$ cat src/rtl/teatris_pkg.sv
// Shared definitions for the teatris button front-end: FSM state codes and the debounce default.
package teatris_pkg;

  localparam int unsigned DEBOUNCE_CICLOS_PADRAO = 1000000;

  // Codes are shown as-is on the 7-segment debug display.
  typedef enum logic [3:0] {
    Ocioso        = 4'd0,
    Filtra        = 4'd1,
    Aceita        = 4'd2,
    EsperaSoltura = 4'd3,
    FiltraSoltura = 4'd4
  } estado_t;

  function automatic logic eh_one_hot(input logic [3:0] v);
    return (v != 4'd0) && ((v & (v - 4'd1)) == 4'd0);
  endfunction

endpackage

$ cat src/rtl/sincronizador_2ff.sv
// Two-flop synchronizer bringing the asynchronous buttons into the clock_50MHz domain.
module sincronizador_2ff #(
  parameter int unsigned LARGURA = 4
) (
  input  logic               clock_50MHz,
  input  logic               reset,
  input  logic [LARGURA-1:0] entrada,
  output logic [LARGURA-1:0] saida
);

  logic [LARGURA-1:0] estagio1;

  always_ff @(posedge clock_50MHz) begin
    if (reset) begin
      estagio1 <= '0;
      saida    <= '0;
    end else begin
      estagio1 <= entrada;
      saida    <= estagio1;
    end
  end

endmodule

$ cat src/rtl/captura_botoes.sv
// Debounces the four play buttons, accepting one one-hot press at a time and requiring a
// filtered release before the next press can be taken.
module captura_botoes
  import teatris_pkg::*;
#(
  parameter int unsigned DEBOUNCE_CICLOS = DEBOUNCE_CICLOS_PADRAO
) (
  input  logic       clock_50MHz,
  input  logic       reset,
  input  logic [3:0] botoes,
  output logic [3:0] jogada,
  output logic       jogada_valida,
  output logic       tem_jogada,
  output logic [3:0] db_estado
);

  localparam int unsigned LARG_CONT = (DEBOUNCE_CICLOS > 2) ? $clog2(DEBOUNCE_CICLOS) : 1;
  localparam logic [LARG_CONT-1:0] CONT_MAX = LARG_CONT'(DEBOUNCE_CICLOS - 1);

  logic [3:0]           sync;
  logic [3:0]           candidato;
  logic [LARG_CONT-1:0] contador;
  estado_t              estado;

  sincronizador_2ff #(
    .LARGURA(4)
  ) u_sincronizador (
    .clock_50MHz(clock_50MHz),
    .reset      (reset),
    .entrada    (botoes),
    .saida      (sync)
  );

  always_ff @(posedge clock_50MHz) begin
    if (reset) begin
      estado    <= Ocioso;
      candidato <= '0;
      contador  <= '0;
      jogada    <= '0;
    end else begin
      unique case (estado)
        Ocioso: begin
          // Simultaneous presses are ignored until they resolve to a single button.
          if (eh_one_hot(sync)) begin
            candidato <= sync;
            contador  <= '0;
            estado    <= Filtra;
          end
        end
        Filtra: begin
          if (sync != candidato) begin
            contador <= '0;
            estado   <= Ocioso;
          end else if (contador == CONT_MAX) begin
            jogada <= candidato;
            estado <= Aceita;
          end else begin
            contador <= contador + 1'b1;
          end
        end
        Aceita: begin
          estado <= EsperaSoltura;
        end
        EsperaSoltura: begin
          if (sync == 4'd0) begin
            contador <= '0;
            estado   <= FiltraSoltura;
          end
        end
        FiltraSoltura: begin
          if (sync != 4'd0) begin
            estado <= EsperaSoltura;
          end else if (contador == CONT_MAX) begin
            estado <= Ocioso;
          end else begin
            contador <= contador + 1'b1;
          end
        end
        default: estado <= Ocioso;
      endcase
    end
  end

  assign jogada_valida = (estado == Aceita);
  assign tem_jogada    = (estado == Aceita) || (estado == EsperaSoltura) ||
                         (estado == FiltraSoltura);
  assign db_estado     = estado;

endmodule

$ cat config.mk
export PLATFORM = sky130hd
export DESIGN_NAME = captura_botoes
export DESIGN_NICKNAME = d
export VERILOG_FILES = /design/src/rtl/teatris_pkg.sv /design/src/rtl/sincronizador_2ff.sv /design/src/rtl/captura_botoes.sv
export SDC_FILE = /design/constraint.sdc
export NUM_CORES = 1
export LEC_CHECK = 0
export ABC_AREA = 1
export CAP_MARGIN = 30
export CORE_ASPECT_RATIO = 0.9
export CORE_MARGIN = 4
export CORE_UTILIZATION = 58
export DETAILED_ROUTE_END_ITERATION = 6
export PLACE_DENSITY_LB_ADDON = 0.15
export SLEW_MARGIN = 0
export SYNTH_ARGS = -nofsm -noshare
export SYNTH_HDL_FRONTEND = slang
export SYNTH_SLANG_ARGS = --single-unit
export TNS_END_PERCENT = 20
$ cat constraint.sdc
create_clock -name clock_50MHz -period 1.9 [get_ports clock_50MHz]
set_input_delay 0.57 -clock clock_50MHz [delete_from_list [all_inputs] [get_ports clock_50MHz]]
set_output_delay 0.57 -clock clock_50MHz [all_outputs]
set_load 0.005 [all_outputs]
* After elaboration in Yosys (flattened, before gate mapping)
Index checks and enable logic that the tools add are counted.
** Storage, ports and cells
- Latch bits :: 0
- Bits in read-only memories :: 0
- Word-level logic and storage cells :: 46
- Bits of input ports :: 6
- Flip-flop bits (word level) :: 40
- RAM bits :: 0
- Memories :: 0
** Operators by class
- Add/sub/neg operators :: 2
- Equality and inequality tests :: 11
- Div/mod/pow operators :: 0
- Bitwise logic cells :: 2
- Reductions and logical operators :: 12
- Multiply operators :: 0
- Order comparisons :: 0
- Shift-type cells :: 0
- Muxes and demuxes :: 13
** Operators with widths (count)
- $mux 20 :: 5
- $pmux 20 s4 :: 1
- $mux 4 :: 6
- $add 20x1->20 const B :: 1
- $eq 20x20->1 const B :: 1
- $pmux 4 s5 :: 1
- $logic_not 4->1 :: 3
- $eq 4x2->1 const B :: 2
- $reduce_and 4->1 :: 2
- $reduce_bool 4->1 :: 2
- $ne 2x2->1 const B :: 3
- $ne 3x3->1 const B :: 2
- $and 4x4->4 :: 1
- $eq 4x1->1 const B :: 1
- $eq 4x3->1 const B :: 1
- $ne 4x4->1 :: 1
- $sub 4x1->4 const B :: 1
- $reduce_and 3->1 :: 1
- $logic_or 1x1->1 :: 2
- $reduce_and 2->1 :: 1
- $logic_and 1x1->1 :: 1
- $not 1->1 :: 1

* Longest topological paths before layout
Gate-level depths: netlist of run 1.
- Depth after elaboration :: 6
- Depth in mapped cells :: 11
- Gate-level depth less buffers :: 11

* By module
From an unflattened synthesis of run 1, not the netlist that was laid out.
** Second synthesis, totals
- Cell total of the unflattened synthesis :: 361
- Area, all modules :: 2198.4 um^2
** By module, submodules not included
- captura_botoes :: instances 1, sequential area each 620.6 um^2, area an instance 1966.9 um^2, cells an instance 336
- sincronizador_2ff :: instances 1, sequential area each 160.2 um^2, area an instance 231.5 um^2, cells an instance 25

* Least setup slack after synthesis of run 1
No wires, ideal clock.
- Kind :: register -> register
- Start :: register contador[0]
- End :: register jogada[0]
- Buffers on the path :: 0
- Period minus slack after synthesis :: 1438 ps
- Stages on the path, launching flop included :: 11
- Arrival time :: 1325 ps
- Setup slack :: 462 ps
- Library setup time :: 113 ps
- Path through :: dfxtp_1 ha_1 nand2_1 inv_1 nand2_1 inv_1 nand3_1 nor2_2 nand2_1 nand2_1 nor2_1
** Between the ends
- Longest elaborated chain between the ends :: 2
** Ends and longest elaborated chain
- from (decl) :: line captura_botoes.sv:22 : logic [LARG_CONT-1:0] contador;
- from (signal assigned) :: line captura_botoes.sv:58 : contador <= contador + 1'b1;
- from (signal assigned) :: line captura_botoes.sv:76 : contador <= contador + 1'b1;
- $eq 20x20->1 :: line captura_botoes.sv:54 : end else if (contador == CONT_MAX) begin
- $reduce_and 3->1 (no source line)
- to (signal assigned) :: line captura_botoes.sv:55 : jogada <= candidato;
- to (decl) :: line captura_botoes.sv:11 : output logic [3:0] jogada,
Every way passes these cells.
A chain may end at the register's enable or synchronous reset.

* Worst setup path in the final report of run 1
- Start :: register estado[2] (netlist: db_estado[2])
- End :: output port db_estado[2]
** RTL lines
- from (decl) :: line captura_botoes.sv:23 : estado_t estado;
- from (signal assigned) :: line captura_botoes.sv:36 : estado <= Ocioso;
- from (signal assigned) :: line captura_botoes.sv:47 : estado <= Filtra;
- from (signal assigned) :: line captura_botoes.sv:53 : estado <= Ocioso;
- to (decl) :: line captura_botoes.sv:14 : output logic [3:0] db_estado
No word-level cell between the ends.

==> results.py, run 1 <==
metrics = {
    "hold_path": {
        "hold-path-endpoint": "u_sincronizador.saida[1]",
        "min_path_cells": 2,
        "min-delay-start": "u_sincronizador.estagio1[1]",
        "hp-class": "register to register",
    },
    "cells_and_area": {
        "area_growth_pct": 13.5,
        "fin_area_um2": 2540,
        "antenna_cells": 0,
        "nets": 404,
        "drive_gt1_share_pct": 11.6,
    },
    "critical_path": {
        "required_ns": 1.33,
        "reg2reg_from": "db_estado[1]",
        "worst_ep_arrival_time_ns": 1.26,
        "reg2reg_slack_ns": 0.23,
        "start_kind": "register",
        "reg2regPathDepth": 12,
        "cp-end-kind": "output pin",
        "criticalPathCategory": "register to output pin",
        "rr_endpoint": "contador[0]",
        "critPathMaxFanout": 3,
    },
    "yosys": {
        "synthArstFlopShare_pct": 0,
        "synth.area.top_cells": "dfxtp_1 (35%), nand2_1 (20%), nor2_1 (13%)",
        "synth.avg_cell_area_um2": 5.97,
        "synth.distinct_cells": 25,
        "synth-seq-cells": 39,
        "synth-edff-count": 0,
        "ys.flop_type": "dfxtp_1",
        "synth_top_area_share_pct": 34.9,
        "synth_seq_area_share_pct": 34.9,
        "syn_area_um2": 2240,
        "yosys_warnings": 0,
        "syn-num-nets": 382,
        "synth_top_area_cell": "dfxtp_1",
        "syn_inst": 375,
    },
    "sta": {
        "slew_violations": 0,
        "finalSetupTns_ns": 0,
        "max_freq_mhz": 547,
        "skew_ns": 0.00189,
        "finalSetupViolations": 0,
        "rsz0062_at_grt": "false",
        "fin_crit_sh_pct": 96.3,
        "layout_min_cycle_time_ns": 1.83,
        "hold_violations": 0,
    },
    "flow_run": {
        "max_cap_violations": 0,
    },
    "grt": {
        "antenna_found_initial": 0,
        "grt_util_all_layers_pct": 21.2,
        "grt_pass1_wl_mm": 8.27,
        "grt_max_degree": 18,
        "grt_pass1_vias": 1956,
        "overflow": 0,
    },
    "die": {
        "io-pin-count": 16,
        "die-area_um2": 4920,
        "core_area_um2": 3730,
        "start_util_pct": 60.0,
        "die_x_um": 73.5,
        "die_y_um": 66.9,
        "row_count": 21,
    },
    "clock_network": {
        "cts_resized": 7,
        "hold_buffers": 0,
        "postCtsSetupBuffers": 0,
        "clock_path_buffers": 2,
        "cts_root_buf": "clkbuf_8",
        "numCtsBuffers": 5,
        "clk_latency_ns": 0.28,
        "clkSlewWorstSetupHoldPaths_ns": 0.07,
        "clkSinkCount": 39,
        "htreeDepth": 2,
        "cts_tree": "built",
    },
    "detailed_routing": {
        "drt-initial-drc-count": 152,
        "antenna_left": 0,
        "totalWireLength_mm": 4.70,
        "dr.pass1.iters": 4,
        "vias": 2193,
        "vias_per_cell": 4.94,
        "wire_per_inst_um": 10.6,
        "drc_errors": 0,
    },
    "power_and_ir_drop": {
        "peakVddDrop_uv": 1060,
        "p_leak_nw": 1.09,
        "p_per_area_nw_per_um2": 1010,
    },
    "placement": {
        "routabilityCongestion": 0.922,
        "io_buffers": 14,
        "dpl-instance-area_um2": 2440,
        "post-dp-hpwl_mm": 3.63,
    },
    "status": {
        "status": "finished clean",
    },
}
cells in the mapped netlist (2+ instances only):
library cell / instances
a21oi_1: 14
buf_6: 2
clkbuf_1: 2
dfxtp_1: 39
inv_1: 44
inv_2: 6
nand2_1: 118
nand2_2: 7
nand3_1: 26
nand3_2: 2
nor2_1: 79
nor2_2: 10
nor3_1: 7
o21ai_0: 7
xor2_1: 2
power by group:
| group | total (mW) | internal, mW | leakage [nW] | switching (mW) |
|---|---|---|---|---|
| combinational | 1.10 | 0.371 | 0.731 | 0.732 |
| clock | 0.535 | 0.258 | 0.0422 | 0.277 |
| sequential | 0.941 | 0.893 | 0.318 | 0.0480 |
| total | 2.58 | 1.52 | 1.09 | 1.06 |
logic make-up (layout without fill, tap and decap cells):
kind of cell,count (synthesis),after routing,share of synthesized area (%)
other cells,1,1,0.168
fa+ha+maj,1,1,0.559
buf+inv,56,79,10.2
compound gates,23,23,5.42
flops,39,39,34.9
xor+xnor,2,2,0.783
simple gates,253,253,48.0
how the worst max path moves through the flow:
stage,from,to,slack (ns),cells after the start
5_1_grt,u_sincronizador.saida[2],contador[0],0.01,10
3_5_place_dp,db_estado[1],tem_jogada,0.005,6
6_report,db_estado[2],db_estado[2],0.07,2
3_3_place_gp,db_estado[1],tem_jogada,0.09,6
4_1_cts,db_estado[1],tem_jogada,0.01,6
2_1_floorplan,contador[0],jogada[0],0.46,10
flip-flops by register name, summed over array words and instances (netlist names):
| name | flops |
|---|---|
| db_estado | 3 |
| jogada | 4 |
| u_sincronizador.estagio1 | 4 |
| contador | 20 |
| u_sincronizador.saida | 4 |
| candidato | 4 |
cells in the final DEF (no fill, tap or decap):
cell type / count
nand2_1: 117
nor2_1: 79
inv_1: 44
dfxtp_1: 37
nand3_1: 25
a21oi_1: 14
clkdlybuf4s50_1: 12
nand2_2: 8
nor2_2: 8
o21ai_0: 7
nor3_1: 7
inv_2: 6
buf_4: 6
clkbuf_8: 5
nand3_2: 3
nor2_4: 2
xor2_1: 2
clkbuf_1: 2
dfxtp_2: 2
a21boi_1: 1
clkinv_1: 1
nand2_4: 1
nand3_4: 1
nand4_1: 1
nand3b_1: 1
o21ai_2: 1
ha_2: 1
conb_1: 1
clkinv_2: 1
dlygate4sd2_1: 1
buf_2: 1
final cells by class:
type	instances	area (um^2)
Fill cell	350	1190
Multi-Input combinational cell	280	1250
Inverter	51	191
Timing Repair Buffer	20	179
Tap cell	46	57.6
Sequential cell	39	783
Clock buffer	7	76.3
Clock inverter	1	5.00
critical path, stage by stage, from the launching register on:
cell             delay (ns)
dfxtp_1                0.35
buf_4                  0.13
clkdlybuf4s50_1        0.50
metrics by stage:
step,worst slack [ns],total power [mW],std cells,utilization (%),hold WS [ns]
final,0.0702,2.58,444,68.1,0.402
after floorplan,0.462,1.77,375,-,0.388
after global routing,0.0113,2.78,444,68.1,0.423
after global placement,0.0903,2.02,436,65.5,0.393
after detailed placement,0.00503,2.04,436,65.5,0.395
after CTS,0.0108,2.59,444,67.9,0.405
metal layers:
layer	vias to the layer above	track usage [%]	wire [um]
met5	-	0	0
met4	0	7.01	78
met3	9	4.52	234
met2	51	32.6	2020
met1	950	29.2	2370
li1	1183	-	-
Note: power is estimated with default switching activity, not from simulation.
==> run 2: changes to the inputs <==
--- a/config.mk
+++ b/config.mk
@@ -9,7 +9,7 @@
 export CAP_MARGIN = 30
 export CORE_ASPECT_RATIO = 0.9
 export CORE_MARGIN = 4
-export CORE_UTILIZATION = 58
+export CORE_UTILIZATION = 45
 export DETAILED_ROUTE_END_ITERATION = 6
 export PLACE_DENSITY_LB_ADDON = 0.15
 export SLEW_MARGIN = 0
==> results.py, run 2 (same netlist as run 1, synthesis figures left out) <==
metrics = {
    "status": {
        "status": "finished clean",
    },
    "critical_path": {
        "critPathMaxFanout": 3,
        "cp-end-kind": "output pin",
        "max_stage_delay_ns": 0.50,
        "worst_ep_arrival_time_ns": 1.26,
        "required_ns": 1.33,
        "start_kind": "register",
        "crit_chain": "buf_4 -> clkdlybuf4s50_1",
        "criticalPathCategory": "register to output pin",
        "slowest_stage": "clkdlybuf4s50_1",
    },
    "die": {
        "die-area_um2": 6170,
        "start_util_pct": 46.3,
        "io-pin-count": 16,
        "row_count": 24,
        "die_x_um": 82.3,
        "core_area_um2": 4830,
        "die_y_um": 74.9,
    },
    "sta": {
        "rsz0062_at_grt": "false",
        "fin_crit_sh_pct": 96.1,
        "layout_min_cycle_time_ns": 1.83,
        "finalSetupTns_ns": 0,
        "finalSetupViolations": 0,
        "slew_violations": 0,
        "skew_ns": 0.00590,
        "hold_violations": 0,
        "max_freq_mhz": 547,
    },
    "cells_and_area": {
        "regMostFlops": "contador",
        "area_growth_pct": 15.2,
        "final_cell_mix": "nand2_1 (117), nor2_1 (78), inv_1 (44)",
        "largest_reg_flops": 20,
        "drive_gt1_share_pct": 11.3,
        "nets": 405,
        "antenna_cells": 0,
        "utilization_pct": 53.3,
        "final_common_cell": "nand2_1",
    },
    "detailed_routing": {
        "antenna_left": 0,
        "dr.pass1.iters": 4,
        "drc_errors": 0,
        "wire_per_inst_um": 10.3,
        "totalWireLength_mm": 4.76,
        "vias_per_cell": 4.73,
        "drt-initial-drc-count": 161,
        "vias": 2195,
    },
    "power_and_ir_drop": {
        "seqPwrFrac_pct": 35.3,
        "p_leak_nw": 1.11,
        "pwr-share-comb_pct": 41.7,
        "p_int_mw": 1.60,
        "peakVddDrop_uv": 999,
        "swShare_pct": 39.5,
        "pwr-share-clk_pct": 23.0,
        "p_per_area_nw_per_um2": 1020,
        "p_switching_mw": 1.04,
    },
    "placement": {
        "post-dp-hpwl_mm": 3.61,
        "routabilityCongestion": 0.851,
        "io_buffers": 14,
    },
    "grt": {
        "overflow": 0,
        "antenna_found_initial": 0,
        "grt_pass1_wl_mm": 8.55,
        "grt_pass1_vias": 1936,
        "grt_util_all_layers_pct": 17.8,
        "grt_max_degree": 19,
    },
    "clock_network": {
        "clock_path_buffers": 2,
        "numCtsBuffers": 5,
        "clkSinkCount": 39,
        "cts_tree": "built",
        "clkSlewWorstSetupHoldPaths_ns": 0.07,
        "clk_latency_ns": 0.29,
        "cts_root_buf": "clkbuf_8",
        "htreeDepth": 2,
    },
    "flow_run": {
        "max_cap_violations": 0,
    },
    "hold_path": {
        "hp-class": "register to register",
    },
}
## run 2: cell types whose count changed in the layout (fill, tap and decap cells not counted), sizes merged
cell and change:
buf +1, clkbuf +1, clkinv -1
## run 2: area by class of cell
type,count,area (um^2)
sequential,39,781
inverter,51,191
clock buffer,8,100
tap,65,81.3
timing repair buffer,21,186
multi-input combinational,280,1240
fill,500,2260
## run 2: stage by stage
step           std cells  hold slack, ns  area (um^2)  worst slack, ns  power [mW]
2_1_floorplan        375           0.388         2240            0.462        1.77
3_5_place_dp         456           0.394         2470           0.0667        2.06
6_report             464           0.404         2580           0.0732        2.64
5_1_grt              464           0.422         2580          0.00279        2.88
3_3_place_gp         456           0.391         2470           0.0832        2.05
4_1_cts              464           0.406         2570          0.00724        2.66
## run 2: worst paths after layout
check | startpoint | slack, ns | cells past startpoint | end
setup / recovery | db_estado[2] | 0.07 | 2 | db_estado[2]
hold / removal | u_sincronizador.estagio1[0] | 0.40 | 2 | u_sincronizador.saida[0]
setup reg to reg | db_estado[1] | 0.22 | 12 | contador[0]
hold reg to reg | u_sincronizador.estagio1[0] | 0.40 | 2 | u_sincronizador.saida[0]
## run 2: power groups by stage
| stage | Sequential, mW | Combinational [mW] | Clock, mW |
|---|---|---|---|
| detailed placement | 0.950 | 1.11 | 0 |
| finish | 0.931 | 1.10 | 0.608 |
| global placement | 0.947 | 1.10 | 0 |
| CTS | 0.931 | 1.10 | 0.632 |
| floorplan | 0.959 | 0.807 | 0 |
| global route | 0.942 | 1.28 | 0.657 |
## run 2: worst max-delay path, delay by kind of cell (launching register included)
| family | cells | cell delay, ns |
|---|---|---|
| buf+inv | 2 | 0.63 |
| flops | 1 | 0.35 |
## run 2: layer usage
metal	track usage, %	vias to the layer above	part of all wire [%]
met5	0	-	0
met4	4.98	0	1.2
met3	3.71	5	5.9
met2	27.4	49	42
met1	25.2	951	51
li1	-	1190	-
## run 2: what timing repair did
action | in CTS | in global routing
hold buffers | 0 | 0
endpoints found under the setup margin | 2 | 13
gates resized for setup | 2 | 6
buffers inserted | 0 | 0
endpoints found under the hold margin | 0 | 0
pin swaps | 0 | 0
cloned | 0 | 0
==> run 3: changes to the inputs <==
--- a/config.mk
+++ b/config.mk
@@ -8,7 +8,7 @@
 export ABC_AREA = 1
 export CAP_MARGIN = 30
 export CORE_ASPECT_RATIO = 0.9
-export CORE_MARGIN = 4
+export CORE_MARGIN = 2
 export CORE_UTILIZATION = 45
 export DETAILED_ROUTE_END_ITERATION = 6
 export PLACE_DENSITY_LB_ADDON = 0.15
==> constraint.sdc (replaced) <==
create_clock -name clock_50MHz -period 2.3 [get_ports clock_50MHz]
set_input_delay 0.69 -clock clock_50MHz [delete_from_list [all_inputs] [get_ports clock_50MHz]]
set_output_delay 0.69 -clock clock_50MHz [all_outputs]
set_load 0.005 [all_outputs]
==> results.py, run 3 (same netlist as run 1, synthesis figures left out) <==
metrics = {
    "critical_path": {
        "reg2reg_from": "contador[0]",
        "start_kind": "register",
        "critPathMaxFanout": 5,
        "cp-end-kind": "output pin",
        "required_ns": 1.61,
        "criticalPathCategory": "register to output pin",
        "worst_ep_arrival_time_ns": 1.40,
        "endpoint": "jogada_valida",
        "cp-startpoint": "db_estado[2]",
        "rr_endpoint": "jogada[2]",
        "reg2regPathDepth": 10,
        "reg2reg_slack_ns": 0.50,
    },
    "grt": {
        "overflow": 0,
        "grt_util_all_layers_pct": 18.5,
        "grt_max_degree": 18,
        "grt_pass1_vias": 1882,
        "grt_pass1_wl_mm": 8.20,
        "antenna_found_initial": 0,
    },
    "sta": {
        "slew_violations": 0,
        "layout_min_cycle_time_ns": 2.09,
        "hold_violations": 0,
        "max_freq_mhz": 478,
        "setup_ws_ns": 0.207,
        "finalSetupViolations": 0,
        "fin_crit_sh_pct": 91.0,
        "finalSetupTns_ns": 0,
        "skew_ns": 0.0125,
        "rsz0062_at_grt": "false",
    },
    "detailed_routing": {
        "vias_per_cell": 4.60,
        "drc_errors": 0,
        "antenna_left": 0,
        "wire_per_inst_um": 10.3,
        "dr.pass1.iters": 4,
        "totalWireLength_mm": 4.71,
        "vias": 2105,
        "drt-initial-drc-count": 185,
    },
    "placement": {
        "place_ws_ns": 0.254,
        "dp_cells": 451,
        "post-dp-hpwl_mm": 3.52,
        "io_buffers": 14,
        "routabilityCongestion": 0.889,
    },
    "power_and_ir_drop": {
        "seqPwrFrac_pct": 37.8,
        "peakVddDrop_uv": 759,
        "p_total_mw": 2.08,
        "pwr-share-comb_pct": 41.3,
        "p_per_area_nw_per_um2": 825,
        "p_switching_uw": 851,
        "p_int_mw": 1.22,
        "swShare_pct": 41.0,
        "p_leak_nw": 1.07,
        "pwr-share-clk_pct": 20.9,
    },
    "cells_and_area": {
        "antenna_cells": 0,
        "final_common_cell": "nand2_1",
        "nets": 401,
        "stdcell_count": 458,
        "fill_cells": 515,
        "regMostFlops": "contador",
        "area_growth_pct": 12.4,
        "utilization_pct": 52.4,
        "final_cell_mix": "nand2_1 (118), nor2_1 (79), inv_1 (44)",
        "drive_gt1_share_pct": 9.16,
        "largest_reg_flops": 20,
    },
    "clock_network": {
        "numCtsBuffers": 5,
        "clk_latency_ns": 0.30,
        "cts_tree": "built",
        "clkSinkCount": 39,
        "hold_buffers": 0,
        "clock_path_buffers": 2,
        "htreeDepth": 2,
        "cts_root_buf": "clkbuf_8",
        "clkSlewWorstSetupHoldPaths_ns": 0.06,
    },
    "die": {
        "start_util_pct": 46.6,
        "die_y_um": 70.9,
        "die_x_um": 78.3,
        "io-pin-count": 16,
        "row_count": 24,
        "die-area_um2": 5560,
        "core_area_um2": 4800,
    },
    "hold_path": {
        "hp-class": "register to register",
    },
    "flow_run": {
        "max_cap_violations": 0,
    },
    "status": {
        "status": "finished clean",
    },
}
## run 3: cell types whose count changed in the layout (fill, tap and decap cells not counted)
cell and delta:
nor2_1 +1, nor2_4 -1, nand2_1 +1, clkdlybuf4s50_1 +1
clkbuf_8 -2, buf_4 -4, buf_2 -1, nand2_2 -1
## run 3: worst min path at each step
stage | from | endpoint | slack (ns) | cells after the start
finish | u_sincronizador.estagio1[3] | u_sincronizador.saida[3] | 0.40 | 2
global route | u_sincronizador.estagio1[3] | u_sincronizador.saida[3] | 0.43 | 2
CTS | u_sincronizador.estagio1[3] | u_sincronizador.saida[3] | 0.40 | 2
detailed placement | u_sincronizador.estagio1[3] | u_sincronizador.saida[3] | 0.39 | 2
global placement | u_sincronizador.estagio1[1] | u_sincronizador.saida[1] | 0.39 | 2
floorplan | u_sincronizador.estagio1[0] | u_sincronizador.saida[0] | 0.39 | 2
## run 3: area by class of cell
class	count	area [um^2]	share of cell area, %
sequential	39	781	31.0
clock buffer	6	72.6	2.88
inverter	51	191	7.61
multi-input combinational	280	1230	48.8
tap	65	81.3	3.23
timing repair buffer	17	161	6.41
## run 3: metal layers
metal / vias up / GRT usage (%) / routed length (um)
met5: - / 0 / 0
li1: 1172 / - / -
met2: 33 / 27.6 / 1960
met3: 7 / 3.95 / 222
met4: 0 / 7.02 / 69
met1: 893 / 26.4 / 2460
## run 3: stage by stage
stage	hold WS (ns)	area [um^2]
floorplan	0.388	2240
global placement	0.391	2440
detailed placement	0.393	2440
CTS	0.403	2520
global route	0.425	2520
finish	0.403	2520
## run 3: power by group through the flow
stage          Clock [mW]  Combinational, mW  Sequential [mW]
3_5_place_dp            0              0.854            0.799
5_1_grt             0.469              0.978            0.793
2_1_floorplan           0              0.667            0.792
4_1_cts             0.446              0.862            0.784
6_report            0.434              0.857            0.785
3_3_place_gp            0              0.852            0.794
## run 3: what timing repair did
item	4_1_cts	5_1_grt
setup endpoints to repair	1	0
setup buffers	1	0
resized for setup	1	0
## run 3: worst max-delay path, stage by stage (launching register included)
cell and delay [ns]:
dfxtp_1 0.35, inv_2 0.10, nand3_1 0.10, inv_1 0.07, clkdlybuf4s50_1 0.49
